==> config.mk <==
export PLATFORM = sky130hd
export DESIGN_NAME = instr_mem_loader
export DESIGN_NICKNAME = d
export VERILOG_FILES = /design/src/rtl/instr_mem_loader.sv
export SDC_FILE = /design/constraint.sdc
export NUM_CORES = 1
export LEC_CHECK = 0
export CORE_ASPECT_RATIO = 1.2
export CORE_MARGIN = 2
export CORE_UTILIZATION = 55
export CTS_CLUSTER_DIAMETER = 50
export DETAILED_ROUTE_END_ITERATION = 6
export GPL_ROUTABILITY_DRIVEN = 1
export PLACE_DENSITY = 0.87
export SETUP_SLACK_MARGIN = 0.2
export SYNTH_ARGS = -nofsm -noshare
export SYNTH_HDL_FRONTEND = slang
export SYNTH_SLANG_ARGS = --single-unit
export TNS_END_PERCENT = 20
==> constraint.sdc <==
create_clock -name clk -period 6.3 [get_ports clk]
set_input_delay 0.945 -clock clk [delete_from_list [all_inputs] [get_ports clk]]
set_output_delay 0.945 -clock clk [all_outputs]
set_load 0.1 [all_outputs]
==> src/rtl/instr_mem_loader.sv <==
// Streams little-endian bytes into 32-bit words and writes them to consecutive
// instruction-memory word addresses. Start/Abort/Done/Error sequencing, all outputs registered.
//
// state   | meaning
// IDLE    | waiting for an accepted Start
// COLLECT | accepting bytes 0..3 of the current word
// WRITE   | one-cycle memory write of the assembled word
// FINISH  | one-cycle Done pulse, then back to IDLE
module instr_mem_loader #(
  parameter int ADDR_WIDTH = 10,
  parameter int DEPTH      = 1024
) (
  input  logic                  clk,
  input  logic                  rst_n,
  input  logic                  start,
  input  logic [ADDR_WIDTH-1:0] start_address,
  input  logic [ADDR_WIDTH:0]   word_count,
  input  logic                  abort,
  input  logic [7:0]            byte_in,
  input  logic                  byte_valid,
  output logic                  byte_ready,
  output logic                  mem_write_enable,
  output logic [ADDR_WIDTH-1:0] mem_address,
  output logic [31:0]           mem_write_data,
  output logic                  busy,
  output logic                  done,
  output logic                  error,
  output logic [ADDR_WIDTH:0]   words_written
);

  localparam logic [ADDR_WIDTH:0] DEPTH_W = (ADDR_WIDTH + 1)'(DEPTH);

  typedef enum logic [1:0] {IDLE, COLLECT, WRITE, FINISH} state_t;

  state_t              state, state_nxt;
  logic [1:0]          byte_idx;
  logic [23:0]         asm_lo;
  logic [ADDR_WIDTH:0] count;
  logic                accept, count_ok, start_ok, start_bad, abort_hit, last_word;

  always_comb begin
    accept    = byte_ready && byte_valid;
    count_ok  = (word_count != '0) && (word_count <= DEPTH_W);
    start_ok  = (state == IDLE) && start && count_ok;
    start_bad = (state == IDLE) && start && !count_ok;
    abort_hit = abort && ((state == COLLECT) || (state == WRITE));
    last_word = ((words_written + 1'b1) == count);
    state_nxt = state;
    case (state)
      IDLE:    if (start_ok) state_nxt = COLLECT;
      COLLECT: begin
        if (abort)                           state_nxt = IDLE;
        else if (accept && byte_idx == 2'd3) state_nxt = WRITE;
      end
      // An abort during WRITE still lets this word land, but suppresses Done.
      WRITE: begin
        if (abort)          state_nxt = IDLE;
        else if (last_word) state_nxt = FINISH;
        else                state_nxt = COLLECT;
      end
      FINISH:  state_nxt = IDLE;
      default: state_nxt = IDLE;
    endcase
  end

  always_ff @(posedge clk or negedge rst_n) begin
    if (!rst_n) begin
      state            <= IDLE;
      byte_ready       <= 1'b0;
      mem_write_enable <= 1'b0;
      mem_address      <= '0;
      mem_write_data   <= '0;
      busy             <= 1'b0;
      done             <= 1'b0;
      error            <= 1'b0;
      words_written    <= '0;
      byte_idx         <= '0;
      asm_lo           <= '0;
      count            <= '0;
    end else begin
      state            <= state_nxt;
      byte_ready       <= (state_nxt == COLLECT);
      mem_write_enable <= (state_nxt == WRITE);
      busy             <= (state_nxt != IDLE);
      done             <= (state_nxt == FINISH);
      error            <= start_bad || abort_hit;

      if (start_ok) begin
        count         <= word_count;
        words_written <= '0;
        byte_idx      <= '0;
        mem_address   <= start_address;
      end

      if (state == COLLECT) begin
        if (abort) begin
          byte_idx <= '0;
        end else if (accept) begin
          byte_idx <= byte_idx + 1'b1;
          case (byte_idx)
            2'd0:    asm_lo[7:0]   <= byte_in;
            2'd1:    asm_lo[15:8]  <= byte_in;
            2'd2:    asm_lo[23:16] <= byte_in;
            default: mem_write_data <= {byte_in, asm_lo};
          endcase
        end
      end

      // Address wraps naturally because DEPTH is 2**ADDR_WIDTH.
      if (state == WRITE) begin
        mem_address   <= mem_address + 1'b1;
        words_written <= words_written + 1'b1;
      end
    end
  end

endmodule
==> results of run 1 <==
## per-stage QoR
step                std cells  utilization [%]  setup WS [ns]  area (um^2)
finish                    577             71.0           3.11         5730
global route              577             71.0           2.95         5730
CTS                       577             71.0           3.13         5730
detailed placement        561             68.6           2.73         5530
global placement          561             68.6           2.80         5530
floorplan                 385                -           3.51         4550
## area by class of cell
class,count,share of cell area (%)
flip-flops and latches,97,42.4
repair buffers,94,16.3
clock buffers,10,2.40
well taps,95,2.08
inverters,7,0.459
clock inverters,6,0.961
multi-input cells,268,35.5
## metal layers
metal | part of all wire (%) | wire (um)
met2 | 51 | 4650
met5 | 0 | 0
met4 | 1.4 | 129
met3 | 4.0 | 364
met1 | 44 | 4020
## state kept, by name (all words and copies together) (netlist names)
signal / flops
mem_write_data: 32
asm_lo: 24
count: 11
words_written: 11
mem_address: 10
byte_idx: 2
state: 2
busy: 1
byte_ready: 1
done: 1
error: 1
mem_write_enable: 1
## where the power goes
part / leakage [nW] / switching (W) / total (W) / internal (W)
sequential: 1.30 / 0.0000917 / 0.000817 / 0.000725
clock: 0.0998 / 0.000228 / 0.000391 / 0.000163
combinational: 1.23 / 0.000432 / 0.000642 / 0.000211
total: 2.63 / 0.000752 / 0.00185 / 0.00110
## kinds of logic (layout without fill, tap and decap cells)
family | after synthesis | in the layout | share of synthesized area [%]
buffers and inverters | 20 | 117 | 2.11
AOI/OAI and AO/OA | 32 | 32 | 5.25
muxes | 77 | 77 | 18.5
DFF | 97 | 97 | 53.3
adders and majority gates | 10 | 10 | 2.75
and+or+nand+nor | 120 | 120 | 12.6
xor gates and xnor gates | 29 | 29 | 5.58
## how the worst max path moves through the flow
stage | from | endpoint | cells past startpoint
2_1_floorplan | words_written[0]$_DFFE_PN0P_ | done$_DFF_PN0_ | 7
3_3_place_gp | word_count[3] | done$_DFF_PN0_ | 7
3_5_place_dp | word_count[3] | done$_DFF_PN0_ | 7
4_1_cts | word_count[3] | done$_DFF_PN0_ | 7
5_1_grt | word_count[3] | done$_DFF_PN0_ | 7
6_report | word_count[3] | done$_DFF_PN0_ | 7
## cell usage after synthesis, types with 2 or more instances
cell type / count
nor2_1: 10
and3_1: 2
or4_4: 2
inv_1: 6
nor3_1: 4
mux2_2: 56
buf_4: 2
buf_2: 2
o21ai_0: 16
nand2b_1: 2
ha_1: 10
mux2i_1: 21
xnor2_1: 21
nor4_1: 3
nand4_1: 3
or4_1: 2
nand3_1: 12
buf_1: 4
a31oi_1: 2
xor2_1: 8
and2_1: 2
or3_1: 2
dfrtp_1: 97
clkbuf_1: 4
a211oi_1: 2
nor2b_1: 3
a21oi_1: 2
nand2_1: 67
## layout by cell type, fill, tap and decap left out, types with 2 or more instances in the layout
cell,synthesis,final
dfrtp_1,97,97
and2_1,2,2
nor2_1,10,10
and3_1,2,2
buf_4,2,4
clkdlybuf4s50_1,0,90
xnor2_1,21,21
a31oi_1,2,2
nand2_1,67,67
inv_1,6,6
or4_4,2,2
xor2_1,8,8
a211oi_1,2,2
clkbuf_8,0,10
nand2b_1,2,2
clkinv_4,0,2
a21oi_1,2,2
mux2i_1,21,21
nand4_1,3,3
ha_1,10,10
or3_1,2,2
nand3_1,12,12
inv_6,0,3
mux2_2,56,56
nor3_1,4,4
or4_1,2,2
o21ai_0,16,16
nor2b_1,3,3
nor4_1,3,3
==> flow_summary.json, run 1 <==
{
  "setup_viol": 0,
  "seq_area_um2": 2430,
  "drt-total-wl_um": 9170,
  "holdCritPathClass": "reg -> reg",
  "tightest_slew_ns": 1.01,
  "max_slew_margin_pct": 32.2,
  "grt_overflow_total": 0,
  "cts_setup_buffers": 0,
  "synthTopCellsByArea": "dfrtp_1 (53%), mux2_2 (14%), nand2_1 (5.5%), mux2i_1 (4.6%), xnor2_1 (4.0%)",
  "rows": 36,
  "r2r-start": "state[0]$_DFF_PN0_",
  "synth_cell_type_count": 46,
  "port_buffers": 91,
  "cp_slowest_cell": "or4_1",
  "firstDrtPassIters": 5,
  "via_per_inst": 5.49,
  "area_growth_pct": 25.7,
  "whs_ns": 0.505,
  "synth_top_area_cell": "dfrtp_1",
  "htree_num_levels": 3,
  "cts_root_buf": "clkbuf_8",
  "status": "finished clean",
  "busiest_layer": "met2",
  "holdPathStages": 1,
  "io_pins": 92,
  "postSynthAreaPerCell_um2": 11.8,
  "crit_buf_inv": 1,
  "hp-start": "asm_lo[16]$_DFFE_PN0P_",
  "cts.sinks": 97,
  "arrival_ns": 3.45,
  "cp-start-kind": "input port",
  "yosysWarningCount": 0,
  "async_flop_share_pct": 100,
  "use_met3_pct": 4.06,
  "start_util_pct": 56.5,
  "grt_max_degree": 57,
  "synthFlopType": "dfrtp_1",
  "clk_latency_ns": 0.37,
  "ant_nets": 0,
  "cts_tree": "yes",
  "rrSetupSlack_ns": 3.58,
  "clk_pin_slew_ns": 0.09,
  "cp_cell_sequence": "clkdlybuf4s50_1 -> or4_1 -> o31ai_4 -> nand3_4 -> a31oi_1 -> o31ai_2 -> and2_1",
  "peakVddDrop_mv": 0.301,
  "hold_viol": 0,
  "cts.repair.resized": 0,
  "cp-end-kind": "flip-flop",
  "fin_skew_ns": 0.0128,
  "yosysSeqAreaShare_pct": 53.3,
  "power_w": 0.00185,
  "yosys.area.top_type_share_pct": 53.3,
  "grt_antenna_before_repair": 0,
  "wire_per_inst_um": 15.9,
  "drive_gt1_share_pct": 18.5,
  "dieArea_um2": 9030,
  "cts_buffer_depth": 2,
  "die_x_um": 87.1,
  "path_delay_family": "simple AND/OR/NAND/NOR gates",
  "holdBufCountCts": 0,
  "max_cap_viol_count": 0,
  "drt_iter0_markers": 82,
  "post-dp-hpwl_um": 6560,
  "critical_path_class": "in -> reg",
  "drc": 0,
  "multi_input_area_um2": 2030,
  "cellPowerDensity_nw_per_um2": 323,
  "rr_worst_depth": 9,
  "synth_cells": 385,
  "fill_cells": 577,
  "cp_slowest_stage_delay_ns": 0.62,
  "fin_setup_tns_ns": 0,
  "synthesis.area_um2": 4550,
  "antennaDiodeCount": 0,
  "nets": 521,
  "gp_congestion": 0.859,
  "p_leak_nw": 2.63,
  "grt_pass1_wl_um": 15300,
  "fp.dieH_um": 104,
  "gr-usage-met2_pct": 35.5,
  "min_period_over_period_pct": 50.6,
  "fmax_ghz": 0.314,
  "grt.met1_usage_pct": 28.6,
  "synth_seq_cells": 97,
  "slew_viol_final": 0,
  "timing.final.crit_period_ns": 3.19,
  "core-area_um2": 8060,
  "grt_pass1_vias": 3084,
  "rsz0062_at_grt": "no",
  "syn-num-nets": 429,
  "cts-buffers-inserted": 9,
  "dr_total_vias": 3165,
  "crit_fanout": 33,
  "grt_use_total_pct": 21.5,
  "reg2reg_to": "done$_DFF_PN0_",
  "min_to": "mem_write_data[16]$_DFFE_PN0P_",
  "synth-edff-count": 0,
  "worstPathRequired_ns": 6.56
}
(Power assumes the default switching activity.)
==> run 2, diff against run 1 <==
--- a/config.mk
+++ b/config.mk
@@ -7,11 +7,11 @@
 export LEC_CHECK = 0
 export CORE_ASPECT_RATIO = 1.2
 export CORE_MARGIN = 2
-export CORE_UTILIZATION = 55
+export CORE_UTILIZATION = 47
 export CTS_CLUSTER_DIAMETER = 50
 export DETAILED_ROUTE_END_ITERATION = 6
 export GPL_ROUTABILITY_DRIVEN = 1
-export PLACE_DENSITY = 0.87
+export PLACE_DENSITY = 0.79
 export SETUP_SLACK_MARGIN = 0.2
 export SYNTH_ARGS = -nofsm -noshare
 export SYNTH_HDL_FRONTEND = slang
==> constraint.sdc (replaced) <==
create_clock -name clk -period 2.6 [get_ports clk]
set_input_delay 0.39 -clock clk [delete_from_list [all_inputs] [get_ports clk]]
set_output_delay 0.39 -clock clk [all_outputs]
set_load 0.1 [all_outputs]
==> flow_summary.json, run 2 (synthesis results as in run 1) <==
{
  "cp-start-kind": "input port",
  "ant_nets": 0,
  "die_x_um": 93.9,
  "crit_path_start": "word_count[9]",
  "top_layer": "met4",
  "slew_viol_final": 0,
  "cp-end-kind": "flip-flop",
  "antennaDiodeCount": 0,
  "grt_max_degree": 51,
  "fmax_ghz": 0.429,
  "r2r-start": "words_written[1]$_DFFE_PN0P_",
  "core-area_um2": 9470,
  "crit_path_frequent_cell": "or4_4",
  "grt_pass1_vias": 3310,
  "cp_cell_sequence": "clkdlybuf4s50_1 -> or4_4 -> or4_4 -> nand3_4 -> buf_12 -> mux2i_1 -> o21ai_0",
  "route.met3.wl_um": 382,
  "max_cap_viol_count": 0,
  "cts_tree": "yes",
  "cp_slowest_stage_delay_ns": 0.57,
  "clk_latency_ns": 0.34,
  "status": "finished clean",
  "cts_buffer_depth": 2,
  "fin_ws_ns": 0.267,
  "hold_viol": 0,
  "post-dp-hpwl_um": 6810,
  "nets": 538,
  "start_util_pct": 48.1,
  "dr_wl_met2_um": 4870,
  "reg.largest.list": "mem_write_data (32), asm_lo (24)",
  "fin_skew_ns": 0.00588,
  "drive_gt1_share_pct": 34.9,
  "fin_area_um2": 5970,
  "io_pins": 92,
  "critical_path_class": "in -> reg",
  "setup_viol": 0,
  "crit_fanout": 10,
  "area_growth_pct": 31.2,
  "holdBufCountCts": 0,
  "drt-total-wl_um": 9540,
  "rows": 39,
  "post-place-ws_ns": -0.108,
  "grt_antenna_before_repair": 0,
  "min_period_over_period_pct": 89.7,
  "top_register": "mem_write_data",
  "fp.dieH_um": 112,
  "cellPowerDensity_nw_per_um2": 834,
  "firstDrtPassIters": 4,
  "drt_iter0_markers": 112,
  "grt_use_total_pct": 19.0,
  "dr_total_vias": 3246,
  "clk_pin_slew_ns": 0.06,
  "p_leak_nw": 2.88,
  "max_slew_margin_pct": 59.5,
  "largest_register_ffs": 32,
  "fill_cells": 752,
  "crit_buf_inv": 2,
  "cts-buffers-inserted": 9,
  "layout_common_cells": "dfrtp_1 (90), buf_4 (75), nand2_1 (67)",
  "m1WireLength_um": 4090,
  "timing.final.crit_period_ns": 2.33,
  "grt_pass1_wl_um": 15700,
  "grt_overflow_total": 0,
  "worstPathRequired_ns": 2.81,
  "arrival_ns": 2.54,
  "tightest_slew_ns": 0.607,
  "drc": 0,
  "peakVddDrop_mv": 0.600,
  "cts.sinks": 97,
  "gp_congestion": 0.869,
  "cts_root_buf": "clkbuf_16",
  "placed_cell_area_um2": 5600,
  "cp_slowest_cell": "or4_4",
  "port_buffers": 91,
  "via_per_inst": 5.22,
  "dieArea_um2": 10500,
  "fin_util_pct": 63.1,
  "path_delay_family": "simple AND/OR/NAND/NOR gates",
  "holdCritPathClass": "in -> async",
  "htree_num_levels": 3,
  "rsz0062_at_grt": "yes",
  "final_common_cell": "dfrtp_1",
  "wire_per_inst_um": 15.3
}
## run 2: layout make-up
cell class | count | area (um^2) | area share, %
sequential | 97 | 2440 | 40.9
multi-input combinational | 268 | 2060 | 34.5
clock buffer | 12 | 246 | 4.13
inverter | 7 | 26.3 | 0.440
clock inverter | 4 | 76.3 | 1.28
timing repair buffer | 111 | 968 | 16.2
tap | 123 | 154 | 2.58
## run 2: path summary, 6_finish.rpt
kind                                                  end  slack (ns)  depth (start not counted)
setup / recovery               mem_address[9]$_DFFE_PN0P_        0.27                          7
hold / removal             mem_write_data[23]$_DFFE_PN0P_        0.05                          1
setup reg to reg                           done$_DFF_PN0_        0.34                          7
hold reg to reg                      count[9]$_DFFE_PN0P_        0.50                          2
max in group asynchronous    words_written[3]$_DFFE_PN0P_        1.83                          2
min in group clk                     count[9]$_DFFE_PN0P_        0.50                          2
## run 2: worst reg2reg max path: stages, from the launching register on
cell and delay, ns:
dfrtp_4 0.50, ha_2 0.29, xor2_1 0.17, a2111oi_2 0.21, nand3_1 0.12, or4_4 0.45, o31ai_4 0.29, and2_1 0.16
## run 2: report_power, final
group | leakage [nW] | internal, W | switching, W
clock | 0.153 | 0.000873 | 0.000550
sequential | 1.29 | 0.00176 | 0.000214
combinational | 1.44 | 0.000516 | 0.00107
## run 2: metal layers
layer | up-vias | GRT usage [%]
met5 | - | 0
met4 | 0 | 6.86
met3 | 17 | 3.45
met2 | 81 | 32.4
met1 | 1590 | 24.1
li1 | 1558 | -
## run 2: repair_timing
action / 4_1_cts / 5_1_grt
resized for setup: 3 / 4
buffers inserted: 0 / 0
gates cloned: 0 / 1
pin swaps: 0 / 2
setup endpoints to repair: 2 / 9
## run 2: stage by stage
step,hold WS [ns],TNS (ns),total power (W),std cells
floorplan,0.0944,0,0.00314,385
global placement,0.433,-0.00693,0.00352,605
detailed placement,0.437,-0.731,0.00357,605
CTS,0.0703,0,0.00500,621
global route,0.106,0,0.00522,622
finish,0.0540,0,0.00498,622
